$ cat src/rtl/imem_loader.sv
`default_nettype none
// ============================================================================
// Module      : imem_loader
// Description : Streams bytes into instruction-memory words and holds the core
//               in reset until a complete image has been written.
//               Bytes are accepted one per cycle on a valid/ready handshake and
//               packed little-endian into INSTR_W-bit words. Each finished word
//               is written with a single-cycle we pulse on the following cycle.
//               Assembly of the next word continues during that pulse, so there
//               are no gaps in the byte stream.
// Ports       : clk, rst_n          - clock, asynchronous active-low reset
//               start, num_words    - load request and word count (IDLE/DONE only)
//               in_valid, in_data   - byte stream input
//               in_ready            - byte accepted this cycle when in_valid=1
//               we, waddr, wdata    - instruction memory write port
//               busy, done          - load in progress / last load completed
//               core_rst_n          - core reset, released only in DONE
// Revision    : 1.0 - initial release
// ============================================================================
module imem_loader #(
    parameter int ADDR_W  = 5,
    parameter int INSTR_W = 32
) (
    input  logic                clk,
    input  logic                rst_n,
    input  logic                start,
    input  logic [ADDR_W:0]     num_words,
    input  logic                in_valid,
    input  logic [7:0]          in_data,
    output logic                in_ready,
    output logic                we,
    output logic [ADDR_W-1:0]   waddr,
    output logic [INSTR_W-1:0]  wdata,
    output logic                busy,
    output logic                done,
    output logic                core_rst_n
);

    localparam int c_BPW = INSTR_W / 8;
    localparam int c_BCW = (c_BPW > 1) ? $clog2(c_BPW) : 1;
    localparam int c_CW  = ADDR_W + 1;

    localparam logic [c_BCW-1:0] c_LAST_BYTE = c_BCW'(c_BPW - 1);
    localparam logic [c_CW-1:0]  c_DEPTH     = c_CW'(1) << ADDR_W;

    localparam logic [1:0] c_ST_IDLE = 2'd0;
    localparam logic [1:0] c_ST_LOAD = 2'd1;
    localparam logic [1:0] c_ST_DONE = 2'd2;

    logic [1:0]         r_state;
    logic [c_BCW-1:0]   r_byte_cnt;
    // Counts words whose last byte has been accepted (written + pending).
    // One bit wider than waddr so a full-depth load does not wrap.
    logic [c_CW-1:0]    r_word_cnt;
    logic [c_CW-1:0]    r_num;
    logic [INSTR_W-1:0] r_asm;

    logic               w_accept;
    logic               w_last_byte;
    logic [c_CW-1:0]    w_num_sat;
    logic [INSTR_W-1:0] w_word;

    assign in_ready    = (r_state == c_ST_LOAD) && (r_word_cnt < r_num);
    assign w_accept    = in_valid && in_ready;
    assign w_last_byte = (r_byte_cnt == c_LAST_BYTE);
    assign w_num_sat   = (num_words > c_DEPTH) ? c_DEPTH : num_words;

    // Partial word with the incoming byte merged into its lane.
    always_comb begin
        w_word = r_asm;
        w_word[8*int'(r_byte_cnt) +: 8] = in_data;
    end

    always_ff @(posedge clk or negedge rst_n) begin
        if (!rst_n) begin
            r_state    <= c_ST_IDLE;
            r_byte_cnt <= '0;
            r_word_cnt <= '0;
            r_num      <= '0;
            r_asm      <= '0;
            we         <= 1'b0;
            waddr      <= '0;
            wdata      <= '0;
            busy       <= 1'b0;
            done       <= 1'b0;
            core_rst_n <= 1'b0;
        end else begin
            we <= 1'b0;
            case (r_state)
                c_ST_IDLE, c_ST_DONE: begin
                    if (start) begin
                        r_byte_cnt <= '0;
                        r_word_cnt <= '0;
                        r_num      <= w_num_sat;
                        r_asm      <= '0;
                        // done and core_rst_n drop for at least one cycle even
                        // for an empty load, so a new completion is visible.
                        done       <= 1'b0;
                        core_rst_n <= 1'b0;
                        if (w_num_sat == '0) begin
                            r_state <= c_ST_DONE;
                            busy    <= 1'b0;
                        end else begin
                            r_state <= c_ST_LOAD;
                            busy    <= 1'b1;
                        end
                    end else if (r_state == c_ST_DONE) begin
                        done       <= 1'b1;
                        core_rst_n <= 1'b1;
                    end
                end
                c_ST_LOAD: begin
                    if (w_accept) begin
                        r_asm <= w_word;
                        if (w_last_byte) begin
                            r_byte_cnt <= '0;
                            r_word_cnt <= r_word_cnt + c_CW'(1);
                            we         <= 1'b1;
                            waddr      <= r_word_cnt[ADDR_W-1:0];
                            wdata      <= w_word;
                        end else begin
                            r_byte_cnt <= r_byte_cnt + c_BCW'(1);
                        end
                    end
                    // Leave LOAD at the end of the cycle carrying the final
                    // write, so busy covers that write cycle.
                    if (we && (r_word_cnt == r_num)) begin
                        r_state    <= c_ST_DONE;
                        busy       <= 1'b0;
                        done       <= 1'b1;
                        core_rst_n <= 1'b1;
                    end
                end
                default: begin
                    r_state <= c_ST_IDLE;
                    busy    <= 1'b0;
                    done    <= 1'b0;
                end
            endcase
        end
    end

endmodule
`default_nettype wire

$ cat config.mk
export PLATFORM = sky130hd
export DESIGN_NAME = imem_loader
export DESIGN_NICKNAME = d
export VERILOG_FILES = /design/src/rtl/imem_loader.sv
export SDC_FILE = /design/constraint.sdc
export NUM_CORES = 1
export LEC_CHECK = 0
export ABC_AREA = 1
export CAP_MARGIN = 10
export CORE_MARGIN = 3
export CORE_UTILIZATION = 57
export CTS_BUF_LIST = sky130_fd_sc_hd__clkbuf_8 sky130_fd_sc_hd__clkbuf_16
export DETAILED_ROUTE_END_ITERATION = 10
export DONT_BUFFER_PORTS = 1
export PLACE_DENSITY = 0.74
export REMOVE_ABC_BUFFERS = 1
export SYNTH_ARGS = -nofsm -noshare
export SYNTH_HDL_FRONTEND = slang
export SYNTH_SLANG_ARGS = --single-unit
export TNS_END_PERCENT = 1
$ cat constraint.sdc
create_clock -name clk -period 2.05 [get_ports clk]
set_clock_uncertainty 0.05 [all_clocks]
set_input_delay 0.41 -clock clk [delete_from_list [all_inputs] [get_ports clk]]
set_output_delay 0.41 -clock clk [all_outputs]
set_load 0.05 [all_outputs]
==> run_results.csv, run 1 <==
group,metric,value,unit
run_status,status,"finished with violations",
run_status,violations,"negative hold slack, negative setup slack",
final_layout,drive_gt1_share,11.2,%
setup_path,crit_fanout,2,
clock_network,h-tree-depth,3,
final_layout,regArea,2200,sq um
pwr,power_leakage,2.60,nW
synth,ys_seq_area_share,50.7,%
detailed_routing,wirelength,10.5,mm
setup_path,slowest_stage,"dfrtp_1",
detailed_routing,wl_per_cell,15.7,um
global_route,grt_max_degree,89,
setup_path,cp-end-kind,"output port",
final_layout,fin_util,66.7,%
place,detailed_place.area,4500,sq um
detailed_routing,ant_nets,0,
final_layout,layout_commonest_cell,"nand2_1",
clock_network,numCtsBuffers,9,
die,ioPinCount,60,
die,initial_core_util,59.3,%
synth,synth_top_cell_by_area,"dfrtp_1",
sta,finalSetupViolCount,1,
detailed_routing,via_count,3755,
final_layout,final_cells,669,
synth,synth_cell_types,26,
clock_network,cts_sinks,88,
final_layout,area_growth,12.5,%
sta,final.setup.tns,-0.0954,ns
final_layout,diodes,0,
place,dp.cells,644,
synth,syn_area_per_cell,7.90,sq um
clock_network,cts_max_path_buffers,2,
sta,setup_ws,-0.0954,ns
final_layout,multiInputGateArea,1860,sq um
detailed_routing,firstDrtPassIters,5,
setup_path,crit_chain,"ha_1, nand2_2, inv_1, nand2_2, and3_4, buf_12",
global_route,grt_pass1_vias,3727,
setup_path,start_kind,"flip-flop",
synth,yosysWarningCount,0,
place,io_buffer_count,0,
die,rows,31,
global_route,grt_usage,25.4,%
detailed_routing,first_iter_violations,362,
final_layout,most-common-layout-cells,"nand2_1 (207), dfrtp_1 (87), inv_1 (53), nand3_1 (49), o21ai_0 (37)",
pwr,p_int,3.77,mW
clock_network,clkTransAtPathRegs,0.09,ns
detailed_routing,drc,0,
sta,slew_viol_final,0,
pwr,swShare,45.7,%
detailed_routing,via_per_inst,5.61,
final_layout,fillers,595,
sta,relSlewSlack,66.2,%
die,die_x,93.3,um
clock_network,insertion_delay,0.35,ns
pwr,power_density,1420,nW/um^2
synth,synth_cells,550,
sta,tightest_slew,0.507,ns
sta,finalCritPeriodShare,105,%
setup_path,cpMostUsedCell,"nand2_2",
pwr,p_sw,3.17,mW
sta,hold_violations,88,
sta,max_freq,0.466,GHz
pwr,pwr-share-clk,21.0,%
pwr,irDropWorstVdd,1.21,mV
sta,grt_setup_unrepaired,"true",
place,place_congestion,0.817,
setup_path,crit_required,1.59,ns
synth,netlist.area_leader.share,50.7,%
die,die-area,8700,sq um
die,core,7330,sq um
job,maxCapViolations,0,
setup_path,critical-path-max-stage-delay,0.42,ns
pwr,seqPwrFrac,43.5,%
clock_network,cts_tree,"done",
synth,syn_area,4340,sq um
global_route,antenna_found_initial,0,
clock_network,cts_root_buf,"clkbuf_8",
setup_path,path_class,"flip-flop to output port",
synth,synth.area.top_cells,"dfrtp_1 (51%), nand2_1 (18%), nand3_1 (5.8%)",
sta,min_period,2.15,ns
pwr,p_comb_share,35.5,%
die,die_h,93.3,um
setup_path,critPathArrivalTime,1.69,ns
place,post-dp-hpwl,6.87,mm
synth,ys_ff_latch,88,
final_layout,final_net_count,596,
global_route,grt_pass1_wl,17.5,mm
final_layout,fin_area,4890,sq um
global_route,overflow,0,
worst_hold_path,hold_path_class,"input port to async pin",
sta,whs,-0.316,ns
[final timing paths]
check / cells past startpoint / slack (ns) / end / start
max reg2reg: 7 / 0.05 / r_asm[5]$_DFFE_PN0P_ / r_byte_cnt[0]$_DFFE_PN0P_
min in group clk: 2 / 0.13 / r_num[2]$_DFFE_PN0P_ / num_words[2]
min: 0 / -0.32 / wdata[4]$_DFFE_PN0P_ / rst_n
max: 6 / -0.1 / in_ready / r_word_cnt[4]$_DFFE_PN0P_
max in group asynchronous: 0 / 2.11 / r_word_cnt[0]$_DFFE_PN0P_ / rst_n
min reg2reg: 2 / 0.44 / r_asm[17]$_DFFE_PN0P_ / r_asm[17]$_DFFE_PN0P_
[cell type report]
type	instances	share of cell area, %
clock inverters	6	2.20
multi-input cells	382	38.0
clock buffers	10	2.82
well taps	99	2.53
flip-flops and latches	88	45.1
inverters	55	4.28
repair buffers	29	5.04
[what timing repair did]
action                                  in CTS  in global routing
endpoints found under the setup margin      11                 63
setup buffers                                9                  0
resized for setup                            8                 15
endpoints found under the hold margin       88                 88
pin swaps                                    8                  1
[logic make-up after synthesis]
| logic type | after synthesis | synth area share, % |
|---|---|---|
| adder cells (fa/ha/maj) | 13 | 3.74 |
| flip-flops | 88 | 50.7 |
| buffers and inverters | 80 | 8.06 |
| AND/OR/NAND/NOR | 286 | 27.1 |
| AO/OA/AOI/OAI | 83 | 10.4 |
[worst max-delay path: cells and delay by family (launching register included)]
family                   cells  cell delay, ns
AND/OR/NAND/NOR              3            0.39
flip-flops                   1            0.42
adder cells (fa/ha/maj)      1            0.33
buffers and inverters        2            0.19
[per-layer routing]
layer / global-route usage, % / up-vias / part of all wire, % / wire length (um)
li1: - / 1787 / - / -
met1: 32.8 / 1792 / 41 / 4300
met2: 40.9 / 150 / 49 / 5210
met3: 5.23 / 26 / 7.1 / 750
met4: 12.1 / 0 / 2.5 / 264
met5: 0 / - / 0 / 0
[synthesized netlist by cell type]
cell       count
nand4_4        1
inv_2          1
o21ai_0       41
o31ai_1        5
ha_1          13
clkinv_1       1
buf_4          2
o21ai_1       17
nand2_2        2
dfrtp_1       88
inv_1         53
buf_2         10
clkbuf_1       5
buf_1          4
o2111ai_1      1
nor2_1        15
nor2_4         1
buf_6          4
and3_1         1
nand4_1        2
nand2_1      212
a21oi_1        3
nand3_1       50
o22ai_1       16
nor2_2         1
nor3_1         1
[sequential cells by signal, summed over array words and instances (netlist names)]
signal / flops
wdata: 32
done: 1
r_byte_cnt: 2
r_word_cnt: 6
we: 1
r_asm: 32
core_rst_n: 1
r_state: 2
waddr: 5
r_num: 6
[through the flow]
| step | power (mW) | setup slack, ns |
|---|---|---|
| 5_1_grt | 7.35 | -0.131 |
| 4_1_cts | 6.85 | -0.0429 |
| 3_3_place_gp | 5.14 | 0.109 |
| 6_report | 6.94 | -0.0954 |
| 2_1_floorplan | 4.42 | -0.448 |
| 3_5_place_dp | 5.23 | 0.0104 |
[power groups by stage]
stage | clock, mW | sequential [mW] | combinational, mW
2_1_floorplan | 0 | 3.05 | 1.37
4_1_cts | 1.47 | 3.02 | 2.36
3_3_place_gp | 0 | 3.04 | 2.10
3_5_place_dp | 0 | 3.05 | 2.17
6_report | 1.46 | 3.02 | 2.47
5_1_grt | 1.54 | 3.07 | 2.74
Power figures use the tool's default switching activity.
==> run 2: changes to the inputs <==
- CORE_ASPECT_RATIO: not set -> 1.5
- CORE_UTILIZATION: 57 -> 60
- PLACE_DENSITY: 0.74 -> 0.75
- clock period: 2.05 -> 2.1 ns (I/O delays scaled with it)
==> run 2 against run 1 <==
The run still ends with negative hold slack, negative setup slack left. Global-route usage up 2.0 points. Sequential power shrank 2%. Worst hold slack improved by 0.013 ns. Highest routed layer unchanged.
==> run_results.csv, run 2 (synthesis results as in run 1) <==
group,metric,value,unit
detailed_routing,firstDrtPassIters,5,
sta,finalSetupViolCount,2,
sta,whs,-0.304,ns
global_route,grt_usage,27.4,%
final_layout,diodes,0,
setup_path,worst-r2r-cell-count,10,
setup_path,cp-end-kind,"output port",
global_route,antenna_found_initial,0,
die,die_x,75.5,um
place,post-dp-hpwl,6.99,mm
detailed_routing,drc,0,
pwr,irDropWorstVdd,1.12,mV
detailed_routing,via_per_inst,5.68,
sta,max_freq,0.463,GHz
global_route,grt_pass1_vias,3694,
global_route,met1_usage,32.7,%
pwr,power,6.44,mW
die,initial_core_util,62.6,%
setup_path,crit_required,1.63,ns
setup_path,r2r_setup_slack,0,ns
setup_path,r2r_end,"r_asm[20]$_DFFE_PN0P_",
final_layout,drive_gt1_share,11.4,%
setup_path,path_class,"flip-flop to output port",
clock_network,numCtsBuffers,9,
clock_network,insertion_delay,0.36,ns
die,ioPinCount,60,
global_route,grt_pass1_wl,17.2,mm
setup_path,start_kind,"flip-flop",
sta,final.setup.tns,-0.0615,ns
clock_network,cts_tree,"done",
place,pre_cts_slack,0.108,ns
global_route,use_met3,4.81,%
pwr,power_leakage,2.58,nW
final_layout,reg_top3,"r_asm: 32 flops, wdata: 32 flops",
final_layout,most-common-layout-cells,"nand2_1 (205), dfrtp_1 (86), inv_1 (54), nand3_1 (50), o21ai_0 (41)",
clock_network,h-tree-depth,3,
worst_hold_path,hold_path_class,"input port to async pin",
job,maxCapViolations,0,
die,die_h,110,um
die,core,6940,sq um
detailed_routing,wl_per_cell,15.9,um
run_status,status,"finished with violations",
sta,grt_setup_unrepaired,"true",
die,die-area,8320,sq um
detailed_routing,via_count,3687,
setup_path,crit_fanout,2,
sta,relSlewSlack,61.6,%
clock_network,clkTransAtPathRegs,0.08,ns
place,io_buffer_count,0,
die,rows,37,
detailed_routing,wirelength,10.3,mm
detailed_routing,ant_nets,0,
global_route,grt_max_degree,89,
pwr,power_density,1340,nW/um^2
clock_network,cts_sinks,88,
sta,tightest_slew,0.574,ns
place,place_congestion,0.901,
clock_network,cts_max_path_buffers,2,
global_route,grt_busiest_layer,"met2",
sta,hold_violations,88,
final_layout,fillers,570,
global_route,overflow,0,
final_layout,final_net_count,599,
sta,slew_viol_final,0,
clock_network,cts_root_buf,"clkbuf_8",
final_layout,layout_commonest_cell,"nand2_1",
run_status,violations,"negative hold slack, negative setup slack",
sta,setup_ws,-0.0580,ns
setup_path,rr_startpoint,"r_word_cnt[5]$_DFFE_PN0P_",
setup_path,critPathArrivalTime,1.69,ns
global_route,use_met2,46.7,%
final_layout,area_growth,10.7,%
detailed_routing,first_iter_violations,303,
sta,finalCritPeriodShare,103,%
sta,min_period,2.16,ns
run 2: cell types whose count changed in the layout (fill, tap and decap cells not counted), moves of 3 or more:
cell	change
o21ai_0	+4
o21ai_1	-4
bufinv_16	-3
buf_4	+4
nand2_2	+3
run 2: metrics by stage:
step / instances / utilization [%] / instance area, sq um / hold slack, ns
global route: 649 / 69.3 / 4810 / -0.320
floorplan: 525 / - / 4200 / 0.0744
finish: 649 / 69.3 / 4810 / -0.304
global placement: 625 / 64.6 / 4490 / 0.0770
CTS: 649 / 68.8 / 4780 / -0.315
detailed placement: 625 / 64.6 / 4490 / 0.0764
run 2: power by group:
part / internal (mW) / leakage, nW / switching (mW)
combinational: 0.830 / 1.28 / 1.60
sequential: 2.06 / 1.20 / 0.897
clock: 0.506 / 0.0969 / 0.542
total: 3.40 / 2.58 / 3.04
run 2: worst max-delay path: stages, from the launching register on:
cell     delay (ns)
dfrtp_1        0.43
ha_4           0.31
nand2_4        0.06
nor2_4         0.13
nand2_2        0.07
and3_4         0.18
buf_12         0.14
run 2: layout make-up:
| class | instances | area, sq um | area share, % |
|---|---|---|---|
| Sequential cell | 88 | 2200 | 45.8 |
| Multi-Input combinational cell | 382 | 1860 | 38.8 |
| Timing Repair Buffer | 32 | 265 | 5.51 |
| Inverter | 55 | 206 | 4.29 |
| Clock buffer | 12 | 165 | 3.43 |
| Tap cell | 78 | 97.6 | 2.03 |
| Clock inverter | 2 | 7.51 | 0.156 |
run 2: timing repair:
item | CTS | global route
buffers inserted | 10 | 0
resized for setup | 9 | 8
pin swaps | 9 | 4
endpoints found under the hold margin | 88 | 88
endpoints found under the setup margin | 1 | 40
run 2: metal layers:
metal  vias to the layer above  wire length [um]
met3                        22               561
li1                       1793                 -
met1                      1750              4020
met4                         0               269
met5                         -                 0
met2                       122              5470
run 2: worst max path at each step:
stage                                    startpoint                     to
after floorplan              r_state[0]$_DFFE_PN0P_   r_asm[0]$_DFFE_PN0P_
after global placement    r_word_cnt[5]$_DFFE_PN0P_   r_asm[8]$_DFFE_PN0P_
after detailed placement  r_word_cnt[5]$_DFFE_PN0P_  r_asm[14]$_DFFE_PN0P_
after CTS                 r_word_cnt[3]$_DFFE_PN0P_               in_ready
after global routing           r_num[3]$_DFFE_PN0P_               in_ready
final                     r_word_cnt[5]$_DFFE_PN0P_               in_ready
==> patch 1, RTL diff (config.mk and constraints of run 2) <==
Reset style: synchronous (`rst_n`), changed in one clocked block. Comments in the files are not updated.
--- a/src/rtl/imem_loader.sv
+++ b/src/rtl/imem_loader.sv
@@ -73,3 +73,3 @@
 
-    always_ff @(posedge clk or negedge rst_n) begin
+    always_ff @(posedge clk) begin
         if (!rst_n) begin
Behaviour: differs if rst_n is asserted again (counterexample within 4 cycles, from zero or initial values and one cycle with rst_n low); with rst_n held inactive, the same outputs for 4 cycles.
==> patch 1 against run 2 <==
Register-to-register slack improved by 0.14 ns. Cell area is 6.1% lower. Maximum frequency is 3.7% higher. Wire length shrank 8.3%. Highest routed layer unchanged. Sequential cell count is the same. Setup slack improved by 0.078 ns. Global-route usage decreased by 1.8 points. Synthesized area fell by 4.7%. Via count is 0.98% higher.
Power is not compared: it rests on default switching activity, and its combinational part moved more than twofold at a synthesized area within 25%.
==> patch 1: results (changes against run 2) <==
* Status: completed
* First-pass GRT wire length at 15,930 um (-7.3%)
* Worst Path Max Fanout at 4 (+2)
* Crit-path slowest cell: dfxtp_2
* WP data arrival at 1.61 ns (-0.08 ns)
* HP Class: in2reg
* Least-Margin Pin Slew at 0.5707 ns (-0.003763 ns)
* Vias/cell at 5.540 (-2.5%)
* Proportion of layout cells with a drive suffix above 1 at 0.1124 (-0.001419)
* CTS Buf Count at 9 (unchanged)
* Total track usage at 0.2561 (-0.01768)
* RD Place Congestion at 0.8339 (-7.5%)
* Maximum VDD drop at 0.5889 mV
* Dominant cells by area after synthesis: dfxtp_1, nor2_1, nand2_1
* Worst Reg2Reg Path Length in Cells at 11 (+1)
* Worst slack, placed at 0.1636 ns (+0.05560 ns)
* Post-DP Area at 0.004220 mm2 (-6.0%)
* Dpl hpwl at 6282 um (-10%)
* Max incr delay on CP at 0.35 ns (-0.08 ns)
* Largest net degree at the start of global routing at 79 (-11%)
* Number of global-route vias before repair at 3,523 (-4.6%)
* Wire per inst at 14.09 um (-11%)
* Detailed Routing Iterations Pass 1 at 8 (+3)
* Asr flop ratio synth at 0 (-1.000)
* Netlist cell types at 30 (+15%)
* Synthesis-to-finish area growth at 9.157%
==> patch 1: layer usage <==
layer  share of wire  track usage  wire, um  vias up
met5               0            0         0        -
met4           0.033       0.1464       313        0
met3           0.054      0.06075       509       29
met1            0.41       0.2919      3873     1690
li1                -            -         -     1892
met2            0.50       0.4258      4772      112
==> patch 1: logic make-up (layout without fill, tap and decap cells) <==
group,after synthesis,after routing,synth area share
DFF,88,88,0.4255
buffers and inverters,76,83,0.08522
adders and majority gates,13,13,0.03929
AOI/OAI and AO/OA,107,107,0.1493
and+or+nand+nor,304,304,0.2986
xor gates and xnor gates,1,1,0.002116
==> patch 1: metrics by stage <==
stage	instances	power [mW]
after floorplan	559	2.376
after global placement	653	2.544
after detailed placement	653	2.563
after CTS	672	3.815
after global routing	672	4.037
final	672	3.828
==> patch 1: timing repair <==
| item | 4_1_cts | 5_1_grt |
|---|---|---|
| pin swaps | 2 | 2 |
| endpoints found under the setup margin | 1 | 68 |
| buffers inserted | 3 | 0 |
| hold buffers | 0 | 0 |
| gates resized for setup | 6 | 14 |
==> patch 1: layout make-up <==
| type | instances | area share |
|---|---|---|
| repair buffers | 21 | 0.04485 |
| clock buffers | 13 | 0.03959 |
| well taps | 76 | 0.02104 |
| inverters | 46 | 0.04042 |
| multi-input cells | 425 | 0.4543 |
| flip-flops and latches | 88 | 0.3912 |
| clock inverters | 3 | 0.008583 |
==> patch 1: path summary, 6_finish.rpt <==
kind	from	endpoint	slack [ns]
max reg2reg	r_word_cnt[3]$_SDFFE_PN0P_	waddr[2]$_SDFFE_PN0P_	0.14
max	r_word_cnt[3]$_SDFFE_PN0P_	in_ready	0.02
min	rst_n	wdata[31]$_SDFFE_PN0P_	0.12
min reg2reg	r_state[1]$_SDFFE_PN0P_	r_state[1]$_SDFFE_PN0P_	0.44
==> patch 2, RTL diff (config.mk and constraints of run 2) <==
Made on the original files. Set the parameter `ADDR_W` to 6 (it was 5).
--- a/src/rtl/imem_loader.sv
+++ b/src/rtl/imem_loader.sv
@@ -20,3 +20,3 @@
 module imem_loader #(
-    parameter int ADDR_W  = 5,
+    parameter int ADDR_W  = 6,
     parameter int INSTR_W = 32
Ports: changed (resized num_words and waddr); port bits go from 60 to 62. No check against the original RTL was run, so the function may have changed too.
==> patch 2 against run 2 <==
Sequential cell count up 3. Synthesized area rose by 8.4%. Final cell count grew 13%. Critical endpoint unchanged. Register-to-register slack improved by 0.12 ns. Sequential share of layout area is 3.7 points lower. Highest routed layer unchanged. Clock power increased by 56%. Cell area up 12%. The flow still finishes with violations (negative hold slack, negative setup slack). Setup slack improved by 0.026 ns. Wire length rose by 18%. Total power is 17% higher. Utilization increased by 1.7 points. First-iteration DRC count grew 41%.
==> patch 2: results (changes against run 2) <==
* Post-route setup TNS at -0.03190 ns (+0.02958 ns)
* Net Sw Power at 3.324 mW (+9.4%)
* H-tree levels at 3 (unchanged)
* Clock share of power at 0.216 (+0.053)
* Wire per inst at 16.68 um (+4.9%)
* Clk_lat worst skew at 0.34 ns (-0.02 ns)
* Status: complete, but fails checks
* Asr flop ratio synth at 1.000 (unchanged)
* Flop pwr share at 0.355 (-0.105)
* RD Place Congestion at 0.9030 (+0.20%)
* Detailed Routing Iterations Pass 1 at 6 (+1)
* Largest regs: r_asm x32, wdata x32
* Maximum VDD drop at 0.9386 mV (-16%)
* Largest net degree at the start of global routing at 92 (+3.4%)
* Crit-path slowest cell: dfrtp_2
* Post-synthesis sequential area ratio at 0.4834 (-0.02351)
* DR WL met2 at 6505 um (+19%)
* Dpl hpwl at 7908 um (+13%)
* Clk buf depth at 2 (unchanged)
* HP Class: in2async
* Netlist cell types at 22 (-15%)
* Proportion of layout cells with a drive suffix above 1 at 0.1002 (-0.01368)
* Post-synth top cells: nand2_1, dfrtp_1, nand3_1
* WP data arrival at 1.66 ns (-0.03 ns)
* Post-CTS Resized at 11 (+2)
* Port bufs at 0 (unchanged)
* WL met3 at 742 um (+32%)
* Number of global-route vias before repair at 4,214 (+14%)
* Clock transition at path regs at 0.06 ns (-0.02 ns)
* Final WS setup at -0.03190 ns (+0.02613 ns)
* First-pass GRT wire length at 20,550 um (+20%)
* Number of synthesis warnings at 0 (unchanged)
* Max incr delay on CP at 0.44 ns
* CTS Buf Count at 9 (unchanged)
* Metal-1 WL at 4560 um (+13%)
* Slew HR at 0.6599 (+0.04340)
* Clock root buffer: clkbuf_16
* Top Metal Used: met4
* CP top delay family: flip-flops
* LEAKAGE at 2.893 nW (+12%)
* Prevailing post-synth register cell: dfrtp_1
* Final setup violation count at 1 (-1)
* Post-synth EDFFs at 0 (unchanged)
* ANT cells at 0 (unchanged)
* Setup bufs post-CTS at 3 (-7)
* Iter 0 DRT Violations at 428 (+41%)
* Via count at 4,279 (+16%)
* Minimum hold slack at -0.2819 ns (+0.02189 ns)
* Fin. Hold Viols at 91 (+3.4%)
* Layout net count at 659 (+10%)
* Dominant cells by area after synthesis: dfrtp_1, nand2_1, nand3_1
* Failing checks: negative hold slack, negative setup slack
* Total track usage at 0.2921 (+0.01826)
* Worst Path Max Fanout at 5 (+3)
* Initial antenna violation count at 0 (unchanged)
[patch 2: area by class of cell]
cell class | instances | area [um2]
clock buffer | 12 | 266.5
sequential | 91 | 2278
timing repair buffer | 29 | 330.3
tap | 102 | 127.6
clock inverter | 2 | 35.03
inverter | 41 | 153.9
multi-input combinational | 454 | 2211
fill | 623 | 2210
[patch 2: final timing paths]
check / startpoint / slack (ns) / cells past startpoint / endpoint
setup / recovery: r_word_cnt[6]$_DFFE_PN0P_ / -0.03 / 7 / in_ready
hold / removal: rst_n / -0.28 / 0 / wdata[27]$_DFFE_PN0P_
setup reg to reg: r_word_cnt[6]$_DFFE_PN0P_ / 0.12 / 11 / wdata[6]$_DFFE_PN0P_
hold reg to reg: r_asm[7]$_DFFE_PN0P_ / 0.42 / 2 / r_asm[7]$_DFFE_PN0P_
max in group asynchronous: rst_n / 2.18 / 0 / r_word_cnt[2]$_DFFE_PN0P_
min in group clk: num_words[0] / 0.16 / 1 / r_num[0]$_DFFE_PN0P_
[patch 2: cell families after synthesis]
kind of cell	share of synthesized area
simple gates	0.3583
xor+xnor	0.001860
fa+ha+maj	0.03719
flops	0.4834
compound gates	0.05525
buf+inv	0.06401
[patch 2: stage by stage]
step                      power, mW  setup slack (ns)  instance area [um2]  cells
after CTS                     7.481          -0.01808                 5378    731
final                         7.561          -0.03190                 5403    731
after detailed placement      5.358           0.08343                 4908    711
after global placement        5.255            0.1894                 4908    711
after global routing          7.967          -0.07659                 5403    731
after floorplan               4.281            -1.896                 4563    586
[patch 2: layer usage]
metal | global-route usage | vias to the layer above
met5 | 0 | -
met4 | 0.1237 | 0
met3 | 0.05827 | 36
met2 | 0.5154 | 189
met1 | 0.3442 | 2022
li1 | - | 2032
